## config.mk

```make
export PLATFORM = sky130hd
export DESIGN_NAME = serial_subtractor_flat
export DESIGN_NICKNAME = d
export VERILOG_FILES = /design/src/rtl/serial_subtractor_if.sv /design/src/rtl/serial_subtractor.sv /design/src/flat_wrapper.sv
export SDC_FILE = /design/constraint.sdc
export NUM_CORES = 1
export LEC_CHECK = 0
export BUFFER_PORTS_ARGS = -buffer_cell sky130_fd_sc_hd__buf_2
export CORE_UTILIZATION = 46
export DETAILED_ROUTE_END_ITERATION = 8
export GPL_ROUTABILITY_DRIVEN = 0
export PLACE_DENSITY = 0.77
export SLEW_MARGIN = 20
export SYNTH_ARGS = -nofsm -noshare
export SYNTH_HDL_FRONTEND = slang
export SYNTH_SLANG_ARGS = --single-unit
```

## constraint.sdc

```tcl
create_clock -name clk -period 2.33 [get_ports clk]
set_input_delay 0.699 -clock clk [delete_from_list [all_inputs] [get_ports clk]]
set_output_delay 0.699 -clock clk [all_outputs]
set_load 0.05 [all_outputs]
```

## src/rtl/serial_subtractor_if.sv

```systemverilog
// Handshake and data bundle for the bit-serial subtractor.
// The master side issues operands and start; the slave side returns status and result.
interface serial_subtractor_if #(
  parameter int WIDTH = 4
);
  logic             start;
  logic [WIDTH-1:0] a;
  logic [WIDTH-1:0] b;
  logic             bin;
  logic             busy;
  logic             done;
  logic [WIDTH-1:0] diff;
  logic             bout;

  modport master (
    output start, a, b, bin,
    input  busy, done, diff, bout
  );

  modport slave (
    input  start, a, b, bin,
    output busy, done, diff, bout
  );
endinterface

```

## src/rtl/serial_subtractor.sv

```systemverilog
// Bit-serial subtractor: computes a - b - bin one bit per clock, LSB first,
// using a single full-adder cell on a, ~b and a carry seeded with ~bin.
// The borrow out is the inverse of the final carry.
module serial_subtractor #(
  parameter int WIDTH = 4
) (
  input  logic          clk,
  input  logic          reset,
  serial_subtractor_if.slave bus
);

  localparam int CW = (WIDTH > 1) ? $clog2(WIDTH) : 1;
  localparam logic [CW-1:0] LAST = CW'(WIDTH - 1);

  typedef enum logic [1:0] {
    IDLE = 2'd0,
    RUN  = 2'd1,
    DONE = 2'd2
  } state_t;

  state_t           state_reg;
  state_t           state_next;

  logic [WIDTH-1:0] a_reg;
  logic [WIDTH-1:0] b_reg;
  logic [WIDTH-1:0] r_reg;
  logic [WIDTH-1:0] diff_reg;
  logic             c_reg;
  logic             bout_reg;
  logic [CW-1:0]    cnt_reg;

  logic             sum_bit;
  logic             carry_out;
  logic [WIDTH-1:0] r_shift;
  logic             accept;
  logic             last_bit;

  // Full-adder slice, result shift value and handshake decode.
  always_comb begin
    sum_bit   = a_reg[0] ^ b_reg[0] ^ c_reg;
    carry_out = (a_reg[0] & b_reg[0]) | (a_reg[0] & c_reg) | (b_reg[0] & c_reg);
    r_shift   = r_reg >> 1;
    r_shift[WIDTH-1] = sum_bit;
    accept    = bus.start && (state_reg != RUN);
    last_bit  = (state_reg == RUN) && (cnt_reg == LAST);
  end

  // State register.
  always_ff @(posedge clk or posedge reset) begin
    if (reset) begin
      state_reg <= IDLE;
    end else begin
      state_reg <= state_next;
    end
  end

  // Next-state logic; DONE can chain directly into a new operation.
  always_comb begin
    state_next = state_reg;
    case (state_reg)
      IDLE:    if (bus.start) state_next = RUN;
      RUN:     if (last_bit)  state_next = DONE;
      DONE:    state_next = bus.start ? RUN : IDLE;
      default: state_next = IDLE;
    endcase
  end

  // Operand capture, per-bit shifting, and result publication on the last bit.
  always_ff @(posedge clk or posedge reset) begin
    if (reset) begin
      a_reg    <= '0;
      b_reg    <= '0;
      r_reg    <= '0;
      c_reg    <= 1'b0;
      cnt_reg  <= '0;
      diff_reg <= '0;
      bout_reg <= 1'b0;
    end else if (accept) begin
      a_reg   <= bus.a;
      b_reg   <= ~bus.b;
      c_reg   <= ~bus.bin;
      cnt_reg <= '0;
    end else if (state_reg == RUN) begin
      a_reg   <= a_reg >> 1;
      b_reg   <= b_reg >> 1;
      c_reg   <= carry_out;
      r_reg   <= r_shift;
      cnt_reg <= cnt_reg + CW'(1);
      // diff only moves once the whole word is assembled.
      if (last_bit) begin
        diff_reg <= r_shift;
        bout_reg <= ~carry_out;
      end
    end
  end

  // Status flags are pure decodes of the state register.
  assign bus.busy = (state_reg == RUN);
  assign bus.done = (state_reg == DONE);
  assign bus.diff = diff_reg;
  assign bus.bout = bout_reg;

endmodule

```

## src/flat_wrapper.sv

```systemverilog
// flat-port wrapper written by rule: the top's interface ports become plain ports
module serial_subtractor_flat 
#(
  parameter int WIDTH = 4
)
  (clk, reset, bus_start, bus_a, bus_b, bus_bin, bus_busy, bus_done, bus_diff, bus_bout);
  serial_subtractor_if #(.WIDTH(WIDTH)) bus_i ();
  input  logic clk;
  input  logic reset;
  input wire logic [$bits(bus_i.start)-1:0] bus_start;
  input wire logic [$bits(bus_i.a)-1:0] bus_a;
  input wire logic [$bits(bus_i.b)-1:0] bus_b;
  input wire logic [$bits(bus_i.bin)-1:0] bus_bin;
  output wire logic [$bits(bus_i.busy)-1:0] bus_busy;
  output wire logic [$bits(bus_i.done)-1:0] bus_done;
  output wire logic [$bits(bus_i.diff)-1:0] bus_diff;
  output wire logic [$bits(bus_i.bout)-1:0] bus_bout;
  assign bus_i.start = bus_start;
  assign bus_i.a = bus_a;
  assign bus_i.b = bus_b;
  assign bus_i.bin = bus_bin;
  assign bus_busy = bus_i.busy;
  assign bus_done = bus_i.done;
  assign bus_diff = bus_i.diff;
  assign bus_bout = bus_i.bout;
  serial_subtractor #(.WIDTH(WIDTH)) u_core (.clk(clk), .reset(reset), .bus(bus_i));
endmodule
```

=== Yosys cells after proc, flatten, opt, wreduce, memory -nomap -nowiden ===
Cells that the tools add are included.

* Output and inout port bits: 7
* Flip-flop bits (word level): 22
* Logic and storage cells: 45
* Input bits: 12

* Multiplexer cells: 12
* Eq/ne operators: 6
* Add/sub/neg operators: 1
* Reduce and logical (&&, ||, !) cells: 7
* Bitwise gates (word level): 11

{| class="wikitable"
|+ Operators with widths
! kind !! count
|-
| 4-bit two-way mux || 4
|-
| 2-bit two-way mux || 4
|-
| 2-bit case mux with 3 select lines || 1
|-
| 2-bit == test (second input constant) || 2
|-
| 2-bit by 1-bit inequality test with 1-bit output (second input constant) || 2
|-
| 4-bit NOT || 1
|-
| 2-bit AND reduction || 2
|-
| 1-bit bitwise AND || 3
|-
| 1-bit two-way mux || 3
|-
| 1-bit NOT || 3
|-
| 3-bit AND reduction || 1
|-
| 2-bit by 1-bit adder with 2-bit output (second input constant) || 1
|-
| 2-bit by 1-bit == test with 1-bit output (second input constant) || 1
|-
| 1-bit logical AND || 2
|-
| 2-bit logical NOT || 1
|-
| 2-bit inequality test (second input constant) || 1
|-
| 1-bit OR || 2
|-
| 2-bit nonzero test || 1
|-
| 1-bit bitwise XOR || 2
|}

=== Depth between registers and ports, before layout ===
Gate-level depths: netlist (run 1).

* Depth after elaboration: 5
* Gate-level depth with buffers: 5
* Mapped depth without buffers: 4

=== Worst setup path before layout (run 1) ===
No wires, ideal clock.

* Path type: register to output
* Start: reg u_core.state_reg[0]
* End: out bus_done
* Path slack: 433 ps
* Arrival: 1,198 ps
* Cell stages (with the launch flop): 3
* Required time: 1,631 ps
* Buffers on the path: 1
* Cells stage by stage: dfrtp_1 > buf_4 > nor2b_1

* Word-level cells in the longest chain between the ends: 1

{| class="wikitable"
|+ Ends and longest elaborated chain
! what !! line !! text
|-
| from (decl) || serial_subtractor.sv:21 || <nowiki>state_t state_reg;</nowiki>
|-
| from (signal assigned) || serial_subtractor.sv:53 || <nowiki>state_reg <= state_next;</nowiki>
|-
| 2-bit == test || serial_subtractor.sv:99 || <nowiki>assign bus.done = (state_reg == DONE);</nowiki>
|-
| to (decl) || flat_wrapper.sv:15 || <nowiki>output wire logic [$bits(bus_i.done)-1:0] bus_done;</nowiki>
|}

No other way between the ends.

=== Worst setup path in the final report (run 1) ===
* Start: reg u_core.state_reg[0]
* End: out bus_busy

* Word-level cells in the longest chain between the ends: 1

{| class="wikitable"
|+ Ends and longest elaborated chain
! what !! line !! text
|-
| 2-bit by 1-bit == test with 1-bit output || serial_subtractor.sv:98 || <nowiki>assign bus.busy = (state_reg == RUN);</nowiki>
|-
| to (decl) || flat_wrapper.sv:14 || <nowiki>output wire logic [$bits(bus_i.busy)-1:0] bus_busy;</nowiki>
|}

No other way between the ends.

==> results of run 1 <==
power breakdown:
part,switching (mW),internal (mW),total [mW]
registers,0.112,0.538,0.651
clock network,0.110,0.0642,0.174
logic,0.450,0.339,0.789
total,0.672,0.941,1.61
area by class of cell:
type	count	area, um^2
tap	27	33.8
clock buffer	3	22.5
clock inverter	1	5.00
inverter	9	41.3
sequential	21	526
multi-input combinational	44	400
fill	189	903
timing repair buffer	18	90.1
routing by layer:
layer	up-vias	part of all wire
met3	5	0.046
met2	14	0.44
met1	284	0.49
li1	295	-
met5	-	0
met4	0	0.020
per-stage QoR:
stage          std cells  hold slack, ns
2_1_floorplan         78           0.453
3_3_place_gp         119           0.474
3_5_place_dp         119           0.479
4_1_cts              123           0.495
5_1_grt              123           0.531
6_report             123           0.490
layout by cell type (no fill, tap or decap):
cell type,synthesis,final
dfrtp_1,21,21
mux2_2,9,9
buf_2,1,18
inv_8,1,1
and2_1,4,4
nand3b_1,3,3
clkinv_2,0,1
inv_1,8,8
clkbuf_4,0,3
nor2_1,6,6
o22ai_1,1,1
nor2b_1,2,2
fa_1,1,1
or3b_2,1,1
nand3b_2,1,1
mux2i_1,4,4
o31ai_1,4,4
mux2_4,4,4
nand2b_4,1,1
nand2b_1,1,1
a211oi_1,1,1
ha_1,1,1
logic make-up after synthesis:
family | synth area share
AO/OA/AOI/OAI | 0.0433
adder cells (fa/ha/maj) | 0.0322
buffers and inverters | 0.0842
flip-flops | 0.520
multiplexers | 0.199
AND/OR/NAND/NOR | 0.121
worst max path at each step:
stage	startpoint	to	slack (ns)
6_report	u_core.state_reg[0]$_DFFE_PP0P_	bus_busy	0.24
5_1_grt	u_core.state_reg[0]$_DFFE_PP0P_	bus_busy	0.18
4_1_cts	u_core.state_reg[0]$_DFFE_PP0P_	bus_busy	0.24
3_5_place_dp	bus_start	u_core.a_reg[1]$_DFFE_PP0P_	0.59
3_3_place_gp	u_core.state_reg[0]$_DFFE_PP0P_	bus_busy	0.61
2_1_floorplan	u_core.state_reg[0]$_DFFE_PP0P_	bus_done	0.43
worst max-delay path, stage by stage (launching register included):
cell and delay, ns:
dfrtp_1 0.53, nand2b_4 0.18, inv_8 0.12, buf_2 0.26
==> results.ini, run 1 <==
[logic_synthesis]
async_flop_share=1.00
synth_area_leaders=dfrtp_1, mux2_2, mux2_4, mux2i_1, inv_1
synth.most_common_cell=dfrtp_1
syn_inst=78
yosysTopAreaCellShare=0.520
netlist_top_cells_count=dfrtp_1, mux2_2, inv_1
yosysTopAreaCell=dfrtp_1
ys_seq_area_frac=0.520
post_synth.cell_area_avg_um2=13.0
synth_edf_count=0
yosys_most_used_dff=dfrtp_1
synth_nets=92
yosys_warnings=0
synthDistinctLibCells=23
ys_ff_latch=21
synth_area_um2=1010

[min_path]
hold_depth=1
worstHoldEndpoint=u_core.cnt_reg[0]$_DFFE_PP0P_
hold_path.class=reg -> reg
hold_path_startpoint=u_core.cnt_reg[0]$_DFFE_PP0P_

[timing]
setup_viol=0
maxClockFrequency_mhz=479
fin_crit_sh=0.895
max_slew_margin=0.493
period_minus_slack_ns=2.09
rsz0062_at_grt=no
setup_tns_ns=0
fin_skew_ns=0.0100
tightest_slew_ns=0.759
finalHoldViolations=0
slew_viol_final=0
final.setup.worst_slack_ns=0.244

[die]
dieArea_um2=2390
start_util=0.500
core_um2=2020
ios=19
die_y_um=48.9
core.rowCount=16
fp.dieW_um=48.9

[setup_path]
crit_fanout=9
start_kind=register
r2r_slack_ns=0.87
crit_arrival_ns=1.39
r2r_start=u_core.c_reg$_DFFE_PP0P_
cp.required_ns=1.63
criticalPathCategory=reg -> out
r2r_end=u_core.c_reg$_DFFE_PP0P_
endpoint_kind=primary output
reg2reg_depth=4

[cells_and_area]
fin_util=0.553
fin_area_um2=1120
antenna_cells=0
drive_gt1_frac=0.406
nets=111
synthToLayoutAreaGrowth_pct=10.6

[detailed_routing]
detail-route-antenna-nets=0
vias_per_cell=4.86
drc=0
dr.first_iter.drc_count=9
first_pass_iters=3
routed_wl_mm=1.52
routedWlPerCell_um=12.3
vias=598

[clock_tree]
cts_inserted_buffers=3
cts_root_buffer=clkbuf_4
htree_num_levels=1
holdBufCountCts=0
cts_setup_buffers=0
cts_sinks=21
clk_pin_slew_ns=0.11
cts_tree=yes
clk_latency_ns=0.31
cts_repair_resize_count=0
cts_buffer_depth=2

[grt]
grt_pass1_wl_mm=2.55
grt-ovfl-total=0
top_usage_layer=met2
grt_pass1_vias=561
grt_max_degree=22
track_usage=0.145
grt_util_met2=0.225
grt_use_met3=0.0467
grt_use_met1=0.181
antenna_found_initial=0

[placed_design]
dp_hpwl_mm=1.07
placed_area_um2=1090
portBuffers=18
place_ws_ns=0.587

[power_and_ir_drop]
power_mw=1.61
ir_drop_mv=0.923
powerDensity_nw_per_um2=1440
p_leak_nw=0.565

[run]
drv_cap=0

[status]
status=finished, final reports clean

Power figures use the tool's default switching activity.
==> run 2, diff against run 1 <==
--- a/config.mk
+++ b/config.mk
@@ -6,10 +6,10 @@
 export NUM_CORES = 1
 export LEC_CHECK = 0
 export BUFFER_PORTS_ARGS = -buffer_cell sky130_fd_sc_hd__buf_2
-export CORE_UTILIZATION = 46
+export CORE_UTILIZATION = 55
 export DETAILED_ROUTE_END_ITERATION = 8
 export GPL_ROUTABILITY_DRIVEN = 0
-export PLACE_DENSITY = 0.77
+export PLACE_DENSITY = 0.88
 export SLEW_MARGIN = 20
 export SYNTH_ARGS = -nofsm -noshare
 export SYNTH_HDL_FRONTEND = slang
==> run 2 against run 1 <==
Effect of this change: flip-flop and latch count unchanged; first-iteration DRC count down 33%; critical path type unchanged; maximum frequency down 0.22%; largest power group unchanged; highest routed layer unchanged; sequential power about the same; largest cell class unchanged; combinational power about the same; final cell count down 1.6%; cell area down 0.22%; via count up 0.33%.
==> results.ini, run 2 (same netlist as run 1, synthesis figures left out) <==
[die]
core_um2=1730
fp.dieW_um=44.9
start_util=0.586
die_y_um=44.9
core.rowCount=15
dieArea_um2=2010
ios=19

[cells_and_area]
drive_gt1_frac=0.406
layout_common_cells=dfrtp_1, buf_2, mux2_2
fin_util=0.646
nets=111
final_common_cell=dfrtp_1
synthToLayoutAreaGrowth_pct=10.4
antenna_cells=0

[power_and_ir_drop]
ir_drop_mv=0.752
p_leak_nw=0.565
netSwitchingPower_mw=0.674
powerDensity_nw_per_um2=1450
power.internal_mw=0.939
seqPwrFrac=0.405
netSwitchingFraction=0.418
power_frac_clock=0.106
pwr-share-comb=0.489

[grt]
antenna_found_initial=0
grt_util_met2=0.279
grt_use_met3=0.0400
top_usage_layer=met2
track_usage=0.176
grt_pass1_vias=598
grt_use_met1=0.233
grt_max_degree=22
grt-ovfl-total=0
grt_pass1_wl_mm=2.53

[clock_tree]
cts_root_buffer=clkbuf_4
clk_pin_slew_ns=0.12
cts_inserted_buffers=3
cts_repair_resize_count=0
cts_tree=yes
cts_buffer_depth=2
clk_latency_ns=0.29
holdBufCountCts=0
cts_setup_buffers=0
cts_sinks=21
htree_num_levels=1

[detailed_routing]
vias=600
routedWlPerCell_um=12.8
detail-route-antenna-nets=0
routed_wl_mm=1.55
vias_per_cell=4.96
first_pass_iters=3
dr.first_iter.drc_count=6
drc=0

[setup_path]
crit_fanout=9
criticalPathCategory=reg -> out
slowest_stage=dfrtp_1
endpoint_kind=primary output
critPathBufInv=2
worstPathCellList=nand2b_4 > inv_8 > buf_2
slowest_delay_ns=0.53
r2r_slack_ns=0.87
crit_arrival_ns=1.39
cp_top_family=flip-flops
cp.required_ns=1.63
start_kind=register

[timing]
period_minus_slack_ns=2.09
setup_tns_ns=0
setup_viol=0
maxClockFrequency_mhz=478
rsz0062_at_grt=no
finalHoldViolations=0
fin_crit_sh=0.897
tightest_slew_ns=0.786
fin_skew_ns=0.00133
max_slew_margin=0.475
slew_viol_final=0

[placed_design]
dp_hpwl_mm=1.11
portBuffers=18

[run]
drv_cap=0

[status]
status=finished, final reports clean

[min_path]
hold_path.class=reg -> reg

[run 2: stage by stage]
step                      hold slack (ns)  setup slack, ns  instance area (um^2)  std cells  power (mW)
after floorplan                     0.453            0.433                  1010         78        1.36
after global placement              0.469            0.613                  1090        117        1.43
after detailed placement            0.488            0.571                  1090        117        1.46
after CTS                           0.516            0.228                  1120        121        1.63
after global routing                0.542            0.162                  1120        121        1.73
final                               0.515            0.239                  1120        121        1.61
[run 2: layer usage]
| metal | up-vias | share of wire |
|---|---|---|
| li1 | 295 | - |
| met2 | 15 | 0.46 |
| met1 | 288 | 0.50 |
| met5 | - | 0 |
| met4 | 0 | 0.0077 |
| met3 | 2 | 0.037 |
[run 2: area by class of cell]
cell class | count | area (um^2)
multi-input combinational | 44 | 400
sequential | 21 | 526
timing repair buffer | 18 | 90.1
inverter | 9 | 41.3
fill | 153 | 611
tap | 25 | 31.3
clock buffer | 3 | 22.5
clock inverter | 1 | 5.00
[run 2: power groups by stage]
stage / Clock (mW) / Sequential (mW) / Combinational [mW]
floorplan: 0 / 0.770 / 0.586
global route: 0.194 / 0.678 / 0.860
detailed placement: 0 / 0.663 / 0.797
global placement: 0 / 0.649 / 0.779
CTS: 0.177 / 0.653 / 0.802
finish: 0.171 / 0.653 / 0.788
[run 2: worst reg2reg max path: cells and delay by family (launching register included)]
family / cells / cell delay, ns
AND/OR/NAND/NOR: 1 / 0.44
adder cells (fa/ha/maj): 1 / 0.41
flip-flops: 1 / 0.39
AO/OA/AOI/OAI: 1 / 0.08
buffers and inverters: 1 / 0.06
[run 2: final timing paths]
check                                             endpoint  depth (start not counted)                       startpoint
setup reg to reg                  u_core.c_reg$_DFFE_PP0P_                          4      u_core.b_reg[0]$_DFFE_PP0P_
max in group asynchronous  u_core.state_reg[1]$_DFFE_PP0P_                          2                            reset
hold / removal              u_core.bus.diff[0]$_DFFE_PP0P_                          1   u_core.bus.diff[0]$_DFFE_PP0P_
min in group asynchronous   u_core.bus.diff[1]$_DFFE_PP0P_                          2                            reset
setup / recovery                                  bus_busy                          3  u_core.state_reg[0]$_DFFE_PP0P_
hold reg to reg             u_core.bus.diff[0]$_DFFE_PP0P_                          1   u_core.bus.diff[0]$_DFFE_PP0P_
==> run 3, diff against run 2 <==
==> constraint.sdc (replaced) <==
create_clock -name clk -period 2.33 [get_ports clk]
set_input_delay 0.5825 -clock clk [delete_from_list [all_inputs] [get_ports clk]]
set_output_delay 0.5825 -clock clk [all_outputs]
set_load 0.05 [all_outputs]
==> run 3 against run 2 <==
Effect of this change: clock skew is 0.0047 ns higher; non-clock buffer count stayed put; via count is 0.50% lower; final cell count stayed put; sequential share of layout area is 0.053 points higher; cell area is 0.11% lower; setup slack better by 0.12 ns; combinational power hardly changed; register-to-register slack hardly changed.
==> results.ini, run 3 (same netlist as run 1, synthesis figures left out) <==
[clock_tree]
cts_repair_resize_count=0
cts_setup_buffers=0
clk_latency_ns=0.30
htree_num_levels=1
cts_tree=yes
cts_sinks=21
cts_root_buffer=clkbuf_4
cts_inserted_buffers=3
holdBufCountCts=0
clk_pin_slew_ns=0.11
cts_buffer_depth=2

[die]
dieArea_um2=2010
ios=19
die_y_um=44.9
core.rowCount=15
fp.dieW_um=44.9
core_um2=1730
start_util=0.586

[grt]
grt_use_met3=0.0600
grt-ovfl-total=0
grt_max_degree=22
top_usage_layer=met2
grt_pass1_wl_mm=2.55
grt_pass1_vias=606
grt_use_met1=0.229
antenna_found_initial=0
grt_util_met2=0.288
track_usage=0.181

[timing]
period_minus_slack_ns=1.97
tightest_slew_ns=0.779
setup_viol=0
rsz0062_at_grt=no
slew_viol_final=0
finalHoldViolations=0
fin_skew_ns=0.00607
max_slew_margin=0.480
maxClockFrequency_mhz=507
setup_tns_ns=0
fin_crit_sh=0.847

[setup_path]
cp_top_family=flip-flops
crit_fanout=9
reg2reg_depth=4
slowest_stage=dfrtp_1
crit_cells=3
criticalPathCategory=reg -> out
endpoint_kind=primary output
slowest_delay_ns=0.53
start_kind=register
crit_arrival_ns=1.39
r2r_start=u_core.b_reg[0]$_DFFE_PP0P_
cp.required_ns=1.75
critPathBufInv=2
crit_start=u_core.state_reg[0]$_DFFE_PP0P_
worstPathCellList=nand2b_4 > inv_8 > buf_2

[cells_and_area]
drive_gt1_frac=0.396
multi_input_area_um2=400
fillerInstances=142
nets=111
layout_common_cells=dfrtp_1, buf_2, mux2_2
final_common_cell=dfrtp_1
antenna_cells=0
synthToLayoutAreaGrowth_pct=10.3
regArea_um2=526

[detailed_routing]
first_pass_iters=3
detail-route-antenna-nets=0
routedWlPerCell_um=12.8
drc=0
routed_wl_mm=1.55
vias_per_cell=4.93
vias=597
dr.first_iter.drc_count=3

[power_and_ir_drop]
power_frac_clock=0.104
netSwitchingPower_mw=0.669
powerDensity_nw_per_um2=1450
pwr-share-comb=0.491
seqPwrFrac=0.405
power_mw=1.61
netSwitchingFraction=0.415
ir_drop_mv=0.733
p_leak_nw=0.562
power.internal_mw=0.942

[run]
drv_cap=0

[min_path]
hold_path.class=in -> async

[status]
status=finished, final reports clean

[placed_design]
portBuffers=18
dp_hpwl_mm=1.11

==> run 3: cell types whose count changed in the layout (fill, tap and decap cells not counted) <==
cell      before  now
clkinv_2       1    0
clkbuf_1       0    1
==> run 3: power groups by stage <==
stage	Clock, mW	Sequential, mW	Combinational (mW)
6_report	0.168	0.652	0.790
5_1_grt	0.193	0.679	0.860
4_1_cts	0.179	0.653	0.804
3_5_place_dp	0	0.663	0.798
3_3_place_gp	0	0.649	0.779
2_1_floorplan	0	0.770	0.586
==> run 3: through the flow <==
| stage | utilization | worst slack [ns] | hold slack (ns) | instance area (um^2) | std cells |
|---|---|---|---|---|---|
| 6_report | 0.646 | 0.357 | 0.406 | 1110 | 121 |
| 3_5_place_dp | 0.630 | 0.691 | 0.488 | 1090 | 117 |
| 5_1_grt | 0.646 | 0.289 | 0.427 | 1110 | 121 |
| 2_1_floorplan | - | 0.550 | 0.453 | 1010 | 78 |
| 3_3_place_gp | 0.630 | 0.729 | 0.469 | 1090 | 117 |
| 4_1_cts | 0.646 | 0.339 | 0.415 | 1110 | 121 |
==> run 3: final cells by class <==
cell class                 instances  share of cell area
clock buffer                       4              0.0236
inverter                           9              0.0370
multi-input combinational         44               0.359
sequential                        21               0.471
tap                               25              0.0281
timing repair buffer              18              0.0808
==> run 3: per-layer routing <==
metal / vias to the layer above / wire length (um)
met4: 0 / 12
met2: 14 / 707
met5: - / 0
li1: 299 / -
met1: 282 / 764
met3: 2 / 61
==> run 3: path summary, 6_finish.rpt <==
| kind | end | slack [ns] |
|---|---|---|
| hold / removal | u_core.r_reg[3]$_DFFE_PP0P_ | 0.41 |
| min in group clk | u_core.b_reg[3]$_DFFE_PP0P_ | 0.44 |
| setup reg to reg | u_core.c_reg$_DFFE_PP0P_ | 0.87 |
| setup / recovery | bus_busy | 0.36 |
| hold reg to reg | u_core.bus.diff[0]$_DFFE_PP0P_ | 0.51 |
| max in group asynchronous | u_core.cnt_reg[0]$_DFFE_PP0P_ | 1.44 |
